### src/rtl/vector_alu_pkg.sv
// Shared types for the vector ALU element sequencer.
// Latency: n/a (types only).
// Backpressure: n/a (types only).
// Contents: opcode enum, sequencer FSM states, default-width result FIFO entry.
package vector_alu_pkg;

  // Default element width for the vector datapath.
  localparam int unsigned vdw_c = 32;

  typedef enum logic [1:0] {
    ADD = 2'd0,
    SUB = 2'd1,
    MUL = 2'd2
  } alu_op_e;

  typedef enum logic [1:0] {
    IDLE  = 2'd0,
    RUN   = 2'd1,
    DRAIN = 2'd2,
    DONE  = 2'd3
  } seq_state_e;

  // One buffered ALU result plus the end-of-command marker.
  typedef struct packed {
    logic [vdw_c-1:0] data;
    logic             last;
  } res_entry_t;

endpackage

### src/rtl/vector_alu_res_fifo.sv
// Generic 1-read 1-write FIFO with occupancy count; head is presented combinationally.
// Latency: a push is visible at data_o/empty_o the cycle after it is written.
// Backpressure: push is dropped when full unless a pop frees the slot in the same cycle.
// Ports: clk_i/reset_i (async active-low), push_i/data_i write side,
//        pop_i/data_o/empty_o read side, count_o current number of entries.
module vector_alu_res_fifo #(
  parameter  int unsigned width_p = 33,
  parameter  int unsigned els_p   = 4,
  localparam int unsigned aw_lp   = (els_p > 1) ? $clog2(els_p) : 1,
  localparam int unsigned cw_lp   = $clog2(els_p + 1)
) (
  input  logic               clk_i,
  input  logic               reset_i,
  input  logic               push_i,
  input  logic [width_p-1:0] data_i,
  input  logic               pop_i,
  output logic [width_p-1:0] data_o,
  output logic               empty_o,
  output logic [cw_lp-1:0]   count_o
);

  logic [width_p-1:0] mem_q [els_p];
  logic [aw_lp-1:0]   wptr_q, rptr_q;
  logic [cw_lp-1:0]   count_q;
  logic               full, push_ok, pop_ok;

  // Pointers wrap explicitly so non power-of-two depths work.
  function automatic logic [aw_lp-1:0] ptr_inc(input logic [aw_lp-1:0] p);
    return (p == aw_lp'(els_p - 1)) ? '0 : p + aw_lp'(1);
  endfunction

  assign full    = (count_q == cw_lp'(els_p));
  assign empty_o = (count_q == '0);
  assign push_ok = push_i && (!full || pop_i);
  assign pop_ok  = pop_i && !empty_o;
  assign data_o  = mem_q[rptr_q];
  assign count_o = count_q;

  always_ff @(posedge clk_i or negedge reset_i) begin
    if (!reset_i) begin
      wptr_q  <= '0;
      rptr_q  <= '0;
      count_q <= '0;
    end else begin
      if (push_ok) wptr_q <= ptr_inc(wptr_q);
      if (pop_ok)  rptr_q <= ptr_inc(rptr_q);
      case ({push_ok, pop_ok})
        2'b10:   count_q <= count_q + cw_lp'(1);
        2'b01:   count_q <= count_q - cw_lp'(1);
        default: count_q <= count_q;
      endcase
    end
  end

  // Storage needs no reset: nothing is read until count_q says it was written.
  always_ff @(posedge clk_i) begin
    if (push_ok) mem_q[wptr_q] <= data_i;
  end

endmodule

### src/rtl/vector_alu_seq.sv
// Element sequencer: takes one (op,len) command, issues operand pairs to the ALU one per cycle, buffers results.
// Latency: first result alu_lat_p+1 cycles after first issue; sustained 1 element/cycle; done_v_o one cycle after last pop.
// Backpressure: operands are accepted only while FIFO entries + in-flight ALU ops < fifo_els_p; the ALU is never stalled.
// Ports: cmd_* command handshake; opnd_* operand-pair stream from the register file;
//        alu_* operands out / result+flags in; res_* result stream; done_v_o + sum_* per-command summary.
module vector_alu_seq
  import vector_alu_pkg::*;
#(
  parameter  int unsigned vdw_p      = vdw_c,
  parameter  int unsigned op_width_p = 2,
  parameter  int unsigned els_p      = 16,
  parameter  int unsigned alu_lat_p  = 1,
  parameter  int unsigned fifo_els_p = 4,
  localparam int unsigned lw_lp      = $clog2(els_p + 1)
) (
  input  logic                  clk_i,
  input  logic                  reset_i,
  // command
  input  logic                  cmd_v_i,
  output logic                  cmd_ready_o,
  input  logic [op_width_p-1:0] cmd_op_i,
  input  logic [lw_lp-1:0]      cmd_len_i,
  // operand pairs
  input  logic                  opnd_v_i,
  output logic                  opnd_ready_o,
  input  logic [vdw_p-1:0]      opnd_a_i,
  input  logic [vdw_p-1:0]      opnd_b_i,
  // ALU interface
  output logic [vdw_p-1:0]      alu_a_o,
  output logic [vdw_p-1:0]      alu_b_o,
  output logic [op_width_p-1:0] alu_op_o,
  input  logic [vdw_p-1:0]      alu_result_i,
  input  logic                  alu_flag_overflow_i,
  input  logic                  alu_flag_zero_i,
  input  logic                  alu_flag_negative_i,
  // results
  output logic                  res_v_o,
  input  logic                  res_ready_i,
  output logic [vdw_p-1:0]      res_data_o,
  output logic                  res_last_o,
  // completion
  output logic                  done_v_o,
  output logic                  sum_overflow_o,
  output logic                  sum_zero_o,
  output logic                  sum_negative_o
);

  localparam int unsigned       cw_lp      = $clog2(fifo_els_p + 1);
  localparam logic [lw_lp-1:0]  max_len_lp = lw_lp'(els_p);

  // Same layout as vector_alu_pkg::res_entry_t, sized by vdw_p.
  typedef struct packed {
    logic [vdw_p-1:0] data;
    logic             last;
  } entry_t;

  seq_state_e state_q, state_d;

  logic [op_width_p-1:0] op_q;
  logic [lw_lp-1:0]      len_q, issued_q, len_clamped;
  logic [alu_lat_p-1:0]  tag_vld_q, tag_last_q;
  logic                  ovf_q, zero_q, neg_q;

  logic                  cmd_rdy, accept;
  logic                  opnd_rdy, issue, last_issue;
  logic                  credit_ok;
  int unsigned           inflight;
  logic                  tag_exit;
  logic                  pop;

  entry_t                push_ent, head;
  logic                  fifo_empty;
  logic [cw_lp-1:0]      fifo_count;

  // ---------------------------------------------------------------------------
  // Handshake and issue control
  // ---------------------------------------------------------------------------
  assign cmd_rdy     = (state_q == IDLE);
  assign accept      = cmd_v_i && cmd_rdy;
  assign len_clamped = (cmd_len_i > max_len_lp) ? max_len_lp : cmd_len_i;

  // Every issued element already owns a FIFO slot, counting the ones still
  // inside the ALU; that is what lets the ALU run without a stall input.
  always_comb begin
    inflight = 0;
    for (int i = 0; i < int'(alu_lat_p); i++) begin
      inflight = inflight + 32'(tag_vld_q[i]);
    end
  end

  assign credit_ok  = (32'(fifo_count) + inflight) < fifo_els_p;
  assign opnd_rdy   = (state_q == RUN) && (issued_q < len_q) && credit_ok;
  assign issue      = opnd_v_i && opnd_rdy;
  assign last_issue = issue && ((issued_q + lw_lp'(1)) == len_q);

  // The tag leaving the pipe lines up with the ALU result for that element.
  assign tag_exit = tag_vld_q[alu_lat_p-1];
  assign push_ent = '{data: alu_result_i, last: tag_last_q[alu_lat_p-1]};
  assign pop      = !fifo_empty && res_ready_i;

  // ---------------------------------------------------------------------------
  // FSM: state register
  // ---------------------------------------------------------------------------
  always_ff @(posedge clk_i or negedge reset_i) begin
    if (!reset_i) state_q <= IDLE;
    else          state_q <= state_d;
  end

  // ---------------------------------------------------------------------------
  // FSM: next state
  // ---------------------------------------------------------------------------
  always_comb begin
    state_d = state_q;
    case (state_q)
      IDLE:    if (accept) state_d = (len_clamped == '0) ? DONE : RUN;
      RUN:     if (last_issue) state_d = DRAIN;
      DRAIN:   if (pop && head.last) state_d = DONE;
      DONE:    state_d = IDLE;
      default: state_d = IDLE;
    endcase
  end

  // ---------------------------------------------------------------------------
  // FSM: outputs
  // ---------------------------------------------------------------------------
  always_comb begin
    cmd_ready_o    = cmd_rdy;
    opnd_ready_o   = opnd_rdy;
    done_v_o       = 1'b0;
    sum_overflow_o = 1'b0;
    sum_zero_o     = 1'b0;
    sum_negative_o = 1'b0;
    if (state_q == DONE) begin
      done_v_o       = 1'b1;
      sum_overflow_o = ovf_q;
      sum_zero_o     = zero_q;
      sum_negative_o = neg_q;
    end
  end

  // Idle ALU inputs are forced to zero so the ALU sees no stale operands.
  assign alu_a_o  = issue ? opnd_a_i : '0;
  assign alu_b_o  = issue ? opnd_b_i : '0;
  assign alu_op_o = op_q;

  assign res_v_o    = !fifo_empty;
  assign res_data_o = fifo_empty ? '0 : head.data;
  assign res_last_o = !fifo_empty && head.last;

  // ---------------------------------------------------------------------------
  // Command registers, issue counter, tag pipe, summary accumulators
  // ---------------------------------------------------------------------------
  always_ff @(posedge clk_i or negedge reset_i) begin
    if (!reset_i) begin
      op_q       <= '0;
      len_q      <= '0;
      issued_q   <= '0;
      tag_vld_q  <= '0;
      tag_last_q <= '0;
      ovf_q      <= 1'b0;
      zero_q     <= 1'b0;
      neg_q      <= 1'b0;
    end else begin
      if (accept) begin
        op_q     <= cmd_op_i;
        len_q    <= len_clamped;
        issued_q <= '0;
        ovf_q    <= 1'b0;
        zero_q   <= 1'b1;
        neg_q    <= 1'b0;
      end else begin
        if (issue) issued_q <= issued_q + lw_lp'(1);
        if (tag_exit) begin
          ovf_q  <= ovf_q  | alu_flag_overflow_i;
          zero_q <= zero_q & alu_flag_zero_i;
          neg_q  <= neg_q  | alu_flag_negative_i;
        end
      end

      for (int i = int'(alu_lat_p) - 1; i > 0; i--) begin
        tag_vld_q[i]  <= tag_vld_q[i-1];
        tag_last_q[i] <= tag_last_q[i-1];
      end
      tag_vld_q[0]  <= issue;
      tag_last_q[0] <= last_issue;
    end
  end

  // ---------------------------------------------------------------------------
  // Result buffer
  // ---------------------------------------------------------------------------
  vector_alu_res_fifo #(
    .width_p ($bits(entry_t)),
    .els_p   (fifo_els_p)
  ) u_res_fifo (
    .clk_i   (clk_i),
    .reset_i (reset_i),
    .push_i  (tag_exit),
    .data_i  (push_ent),
    .pop_i   (pop),
    .data_o  (head),
    .empty_o (fifo_empty),
    .count_o (fifo_count)
  );

endmodule

### config.mk
export PLATFORM = sky130hd
export DESIGN_NAME = vector_alu_seq
export DESIGN_NICKNAME = d
export VERILOG_FILES = /design/src/rtl/vector_alu_pkg.sv /design/src/rtl/vector_alu_res_fifo.sv /design/src/rtl/vector_alu_seq.sv
export SDC_FILE = /design/constraint.sdc
export NUM_CORES = 1
export LEC_CHECK = 0
export BUFFER_PORTS_ARGS = -buffer_cell sky130_fd_sc_hd__buf_2
export CORE_ASPECT_RATIO = 0.5
export CORE_UTILIZATION = 51
export DETAILED_ROUTE_END_ITERATION = 10
export PLACE_DENSITY = 0.92
export SYNTH_ARGS = -nofsm -noshare
export SYNTH_HDL_FRONTEND = slang
export SYNTH_SLANG_ARGS = --single-unit
### constraint.sdc
create_clock -name clk_i -period 2.6 [get_ports clk_i]
set_input_delay 0.78 -clock clk_i [delete_from_list [all_inputs] [get_ports clk_i]]
set_output_delay 0.78 -clock clk_i [all_outputs]
set_load 0.01 [all_outputs]
==> qor.yml, run 1 <==
critical_path:
  r2r_slack_ps: 270
  cp.arrival_ps: 2240
  r2r_cells: 8
  cp_max_fo: 12
  startpoint_type: "flip-flop"
  r2r_start: "u_res_fifo.count_o[1]"
  cp.required_ps: 1820
  cp-end-kind: "output pin"
  worstSetupPathType: "reg -> out"
  r2r_end: "u_res_fifo.count_o[1]"
timing:
  fin_crit_sh_pct: 116.2
  setup_viol_count_final: 97
  drv_slew: 0
  fin_crit_ps: 3020
  hold_slack_ps: 374.3
  worst_slack_ps: -420.1
  worst_pin_slew_ps: 925.4
  max_freq_mhz: 331.1
  rsz0062_at_grt: "true"
  hold_violations: 0
  relSlewSlack_pct: 38.31
  finClkSkew_ps: 13.02
cells_and_area:
  final_area_um2: 9701
  drive_gt1_share_pct: 53.40
  fin_nets: 822
  layoutNonFillerInstCount: 879
  synthToLayoutAreaGrowth_pct: 39.22
  post-route-util_pct: 74.68
run_status:
  violations: "setup timing"
  status: "finished with violations"
global_routing:
  use_met1_pct: 36.99
  met2_usage_pct: 48.33
  grt_max_degree: 40
  busiest_layer: "met2"
  overflow: 0
  antenna_found_initial: 7
  grt_use_total_pct: 29.40
  grt_pass1_vias: 4712
  use_met3_pct: 8.062
  grt_pass1_wl_um: 29350
cts:
  cts_tree: "built"
  hold_buffers: 0
  clockBufferDepth: 2
  cts_sinks: 158
  clk_pin_slew_ps: 70
  ctsRootBufferMaster: "clkbuf_16"
  numCtsBuffers: 17
  clk_latency_ps: 420
  h-tree-depth: 4
power_and_ir_drop:
  p_int_mw: 7.025
  switchingPower_mw: 3.320
  p_sw_share_pct: 32.09
  p_clk_share_pct: 23.8
  comb_power_share_pct: 44.8
  p_leak_nw: 4.064
  powerDensity_nw_per_um2: 1066
  ir_drop_uv: 832.7
  p_seq_share_pct: 31.4
synth:
  synth_cell_types: 38
  netlist_instances: 445
  ys_seq_area_share_pct: 66.22
  syn_nets: 573
  yosysWarnings: 0
  ys_ff_latch: 158
  avgSynthCellArea_um2: 15.66
  syn_area_um2: 6968
die:
  die_w_um: 167.3
  start_util_pct: 53.64
  die_h_um: 84.65
  ios: 217
  dieArea_um2: 14160
  fp.coreArea_um2: 12990
  num_rows: 29
routing:
  ant_nets: 0
  drcViolationCount: 0
  dr.pass1.iters: 6
  viasPerCell: 5.742
  wirelength_um: 22030
  vias: 5047
  routedWlPerCell_um: 25.06
  drt_iter0_markers: 435
hold_path:
  holdCritPathClass: "in -> async"
placement:
  dpl_worst_slack_ps: -11.44
  dpl.hpwl_um: 13010
  dp.cells: 825
  place_area_um2: 8342
  gp_congestion: 0.9850
  io_buffers: 216
job:
  maxCapViolations: 0
-- power groups by stage --
| stage | clock network (mW) | logic (mW) | registers (mW) |
|---|---|---|---|
| 5_1_grt | 2.56 | 4.89 | 3.28 |
| 3_3_place_gp | 0 | 3.20 | 3.25 |
| 2_1_floorplan | 0 | 2.13 | 3.23 |
| 6_report | 2.46 | 4.63 | 3.25 |
| 3_5_place_dp | 0 | 3.28 | 3.28 |
| 4_1_cts | 2.40 | 4.01 | 3.24 |
-- final cells by class --
class / count / area, um2
diodes: 3 / 7.507
flip-flops and latches: 158 / 4616
multi-input cells: 245 / 2341
fillers: 747 / 3289
clock inverters: 13 / 137.6
inverters: 20 / 87.58
repair buffers: 252 / 1869
well taps: 170 / 212.7
clock buffers: 18 / 429.2
-- logic make-up (layout without fill, tap and decap cells) --
logic type | count (synthesis) | count (layout) | synth area share [%]
multiplexers | 36 | 36 | 11.12
flip-flops | 158 | 158 | 66.22
other | 0 | 3 | 0
buffers and inverters | 42 | 303 | 2.640
AND/OR/NAND/NOR | 156 | 156 | 13.16
XOR/XNOR | 10 | 10 | 1.257
AO/OA/AOI/OAI | 26 | 26 | 2.442
adder cells (fa/ha/maj) | 17 | 17 | 3.160
-- how the worst max path moves through the flow --
stage | start | to | slack (ps) | depth (start not counted)
finish | issued_q[1] | alu_b_o[11] | -420 | 8
global route | issued_q[1] | alu_b_o[11] | -490 | 8
CTS | len_q[1] | alu_a_o[2] | -330 | 9
detailed placement | opnd_v_i | alu_b_o[30] | -10 | 7
global placement | opnd_v_i | alu_b_o[30] | -3 | 7
floorplan | len_q[1] | alu_a_o[23] | 80 | 9
-- critical path: stages, from the launching register on --
cell and delay [ps]:
dfrtp_1 390, ha_1 320, nor2b_4 150, o2111ai_4 230, nand3_4 140, clkinv_8 120
clkbuf_16 160, and2_1 160, buf_2 150
-- per-stage QoR --
stage | TNS, ps | power, mW
2_1_floorplan | 0 | 5.352
3_3_place_gp | -3.646 | 6.454
3_5_place_dp | -36.14 | 6.560
4_1_cts | -24510 | 9.662
5_1_grt | -30410 | 10.72
6_report | -25200 | 10.34
-- metal layers --
metal	vias to the layer above	wire length [um]	share of wire, %
met4	6	1014	4.6
met2	322	10870	49
met3	74	1809	8.2
met5	-	38	0.17
met1	2516	8304	38
li1	2129	-	-
-- cells in the mapped netlist --
cell / instances / area (um2)
ha_1: 16 / 200.2
nand3_1: 4 / 20.02
a21o_1: 2 / 15.01
and4_1: 1 / 8.760
and2_1: 105 / 656.9
mux2i_1: 2 / 20.02
nand2_1: 20 / 75.07
nand2b_1: 1 / 6.260
mux4_2: 33 / 743.2
a21oi_1: 7 / 35.03
o2bb2ai_1: 1 / 8.760
nor4b_1: 1 / 8.760
nand3_2: 1 / 10.01
dfrtp_1: 26 / 650.6
fa_1: 1 / 20.02
a31oi_1: 1 / 6.260
or3_1: 4 / 25.02
o2111ai_2: 1 / 15.01
o21ai_0: 10 / 50.05
nor2_1: 9 / 33.78
o311ai_1: 1 / 8.760
nor2b_1: 1 / 6.260
buf_6: 2 / 22.52
buf_2: 9 / 45.04
and4bb_2: 1 / 12.51
edfxtp_1: 132 / 3964
or4_1: 1 / 7.510
a211oi_2: 1 / 12.51
clkbuf_1: 11 / 41.29
nand4_1: 1 / 6.260
o41a_1: 1 / 11.26
mux2_2: 1 / 11.26
nand3b_1: 4 / 30.03
nor3_1: 2 / 10.01
xor2_1: 5 / 43.79
a211oi_1: 1 / 7.510
xnor2_1: 5 / 43.79
inv_1: 20 / 75.07
-- cells in the final DEF, fill, tap and decap left out, types with 3 or more instances in the layout --
master	netlist	layout
buf_2	9	167
o21ai_0	10	10
ha_1	16	15
clkinvlp_4	0	4
edfxtp_1	132	132
nand3b_1	4	4
buf_12	0	7
inv_1	20	19
and2_4	0	50
and2_2	0	4
and2_1	105	51
nor2_1	9	9
diode_2	0	3
nand2_1	20	19
or3_1	4	4
mux4_2	33	33
buf_4	0	17
nand3_1	4	4
xnor2_1	5	5
dfrtp_1	26	25
xor2_1	5	5
a21oi_1	7	7
clkbuf_16	0	21
inv_6	0	4
buf_6	2	54
-- registers in the layout (all words and copies together) (netlist names) --
| signal | count |
|---|---|
| alu_op_o | 2 |
| issued_q | 5 |
| len_q | 5 |
| neg_q | 1 |
| ovf_q | 1 |
| state_q | 2 |
| tag_exit | 1 |
| tag_last_q | 1 |
| u_res_fifo.count_o | 3 |
| u_res_fifo.mem_q | 132 |
| u_res_fifo.rptr_q | 2 |
| u_res_fifo.wptr_q | 2 |
| zero_q | 1 |
-- timing repair --
action | in CTS | in global routing
pin swaps | 6 | 17
buffers inserted | 8 | 9
endpoints found under the setup margin | 98 | 98
gates resized for setup | 37 | 96
gates cloned | 4 | 5
Note: power is estimated with default switching activity, not from simulation.
==> run 2: changes to the inputs <==
- CORE_ASPECT_RATIO: 0.5 -> not set
- clock period: 2.6 -> 3.05 ns (I/O delays scaled with it)
==> run 2 against run 1 <==
The flow still finishes with violations (setup timing). Hold slack improved by 110 ps. Final cell count fell by 0.91%. Wire length fell by 19%. Sequential power fell by 14%. Die area fell by 0.20%. Non-clock buffer count fell by 15. Clock skew fell by 3.7 ps. Global-route usage fell by 5.6 points. Critical path depth did not move. First-iteration DRC count fell by 11%. Total power fell by 23%. Flip-flop and latch count did not move. Critical path type unchanged. Critical endpoint is now alu_a_o[11]. Largest power group unchanged. Highest routed layer is now met4.
==> qor.yml, run 2 (synthesized netlist as in run 1, its figures left out) <==
cts:
  clk_pin_slew_ps: 60
  hold_buffers: 0
  h-tree-depth: 4
  cts_tree: "built"
  ctsRootBufferMaster: "clkbuf_16"
  clk_latency_ps: 420
  numCtsBuffers: 17
  clockBufferDepth: 2
  cts_sinks: 158
global_routing:
  grt_pass1_vias: 4729
  overflow: 0
  grt_pass1_wl_um: 24540
  grt_max_degree: 43
  grt_use_total_pct: 23.76
  antenna_found_initial: 3
critical_path:
  path_cells: "inv_1 > ha_1 > o2111ai_4 > nand3_2 > clkinv_4 > clkbuf_16 > and2_1 > buf_2"
  r2r_end: "u_res_fifo.count_o[2]"
  r2r_cells: 10
  path_delay_family: "buffers and inverters"
  cp-end-kind: "output pin"
  startpoint_type: "flip-flop"
  cp.arrival_ps: 2210
  slowest_delay_ps: 450
  cp_slowest_cell: "dfrtp_1"
  cp.buffers_inverters: 4
  r2r_slack_ps: 740
  r2r_start: "u_res_fifo.count_o[0]"
  cp_max_fo: 11
  worstSetupPathType: "reg -> out"
  cp.required_ps: 2130
cells_and_area:
  drive_gt1_share_pct: 50.43
  top_register: "u_res_fifo.mem_q"
  top_regs: "u_res_fifo.mem_q (132), issued_q (5), len_q (5)"
  final_common_cell: "buf_2"
  mostFrequentLayoutCells: "buf_2, edfxtp_1, and2_1"
  nFillCells: 803
  largest_reg_flops: 132
  synthToLayoutAreaGrowth_pct: 34.21
  fin_nets: 807
timing:
  drv_slew: 0
  relSlewSlack_pct: 39.11
  max_freq_mhz: 319.9
  worst_pin_slew_ps: 913.4
  finClkSkew_ps: 9.282
  hold_violations: 0
  fin_setup_tns_ps: -2726
  worst_slack_ps: -76.02
  setup_viol_count_final: 59
  fin_crit_sh_pct: 102.5
  rsz0062_at_grt: "true"
  fin_crit_ps: 3126
power_and_ir_drop:
  ir_drop_uv: 448.0
  p_leak_nw: 3.882
  powerDensity_nw_per_um2: 846.3
die:
  die_w_um: 118.9
  ios: 217
  start_util_pct: 52.41
  die_h_um: 118.9
  fp.coreArea_um2: 13300
  num_rows: 42
  dieArea_um2: 14130
routing:
  met3_length_um: 1122
  top_layer: "met4"
  wirelength_um: 17800
  ant_nets: 0
  vias: 4772
  met1_length_um: 6422
  met2WireLength_um: 9271
  viasPerCell: 5.479
  drt_iter0_markers: 386
  dr.pass1.iters: 4
  routedWlPerCell_um: 20.44
  drcViolationCount: 0
hold_path:
  hold_start: "ovf_q"
  whs_path_depth: 2
  whs_endpoint: "ovf_q"
  holdCritPathClass: "reg -> reg"
run_status:
  violations: "setup timing"
  status: "finished with violations"
job:
  maxCapViolations: 0
placement:
  dpl.hpwl_um: 11380
  io_buffers: 216
  dpl_worst_slack_ps: 128.9
  gp_congestion: 0.9904
==> run 2: worst max path at each step <==
stage	slack (ps)	to	startpoint	cells past startpoint
2_1_floorplan	300	alu_a_o[23]	opnd_v_i	6
3_3_place_gp	190	alu_b_o[10]	opnd_v_i	7
3_5_place_dp	130	alu_a_o[0]	opnd_v_i	7
4_1_cts	-60	alu_a_o[10]	len_q[1]	9
5_1_grt	-130	alu_b_o[23]	len_q[2]	9
6_report	-80	alu_a_o[11]	len_q[2]	8
==> run 2: final cells by class <==
| cell class | instances | area [um2] | area share, % |
|---|---|---|---|
| Clock buffer | 25 | 528.0 | 5.646 |
| Sequential cell | 158 | 4619 | 49.40 |
| Antenna cell | 3 | 7.507 | 0.08028 |
| Inverter | 20 | 80.08 | 0.8563 |
| Tap cell | 176 | 220.2 | 2.355 |
| Timing Repair Buffer | 237 | 1544 | 16.51 |
| Multi-Input combinational cell | 245 | 2303 | 24.63 |
| Clock inverter | 7 | 48.80 | 0.5218 |
==> run 2: power by group <==
part	switching (mW)	internal, mW
clock network	0.807	1.21
registers	0.166	2.61
logic	1.55	1.58
total	2.52	5.39
==> run 2: through the flow <==
stage | util [%] | hold slack, ps | std cells | area [um2] | power (mW)
after floorplan | - | 445.3 | 445 | 6968 | 4.563
after global placement | 61.95 | 463.7 | 821 | 8237 | 5.396
after detailed placement | 61.95 | 476.3 | 821 | 8237 | 5.507
after CTS | 66.53 | 493.7 | 855 | 8845 | 7.550
after global routing | 70.32 | 522.8 | 870 | 9349 | 8.288
final | 70.34 | 488.1 | 871 | 9351 | 7.915
==> run 2: layer usage <==
layer | vias to the layer above | track usage, %
met3 | 68 | 4.981
li1 | 2094 | -
met5 | - | 0
met4 | 0 | 11.71
met2 | 247 | 42.69
met1 | 2363 | 26.81
==> run 2: tightest hold or removal path, stage by stage, from the launching register on <==
cell,delay [ps]
dfrtp_1,340
a21oi_1,40
nor2_1,70
==> run 2: what timing repair did <==
item	CTS	global route
setup endpoints to repair	85	80
pin swaps	2	15
hold endpoints to repair	0	0
buffers inserted	2	8
cloned	0	5
gates resized for setup	7	73
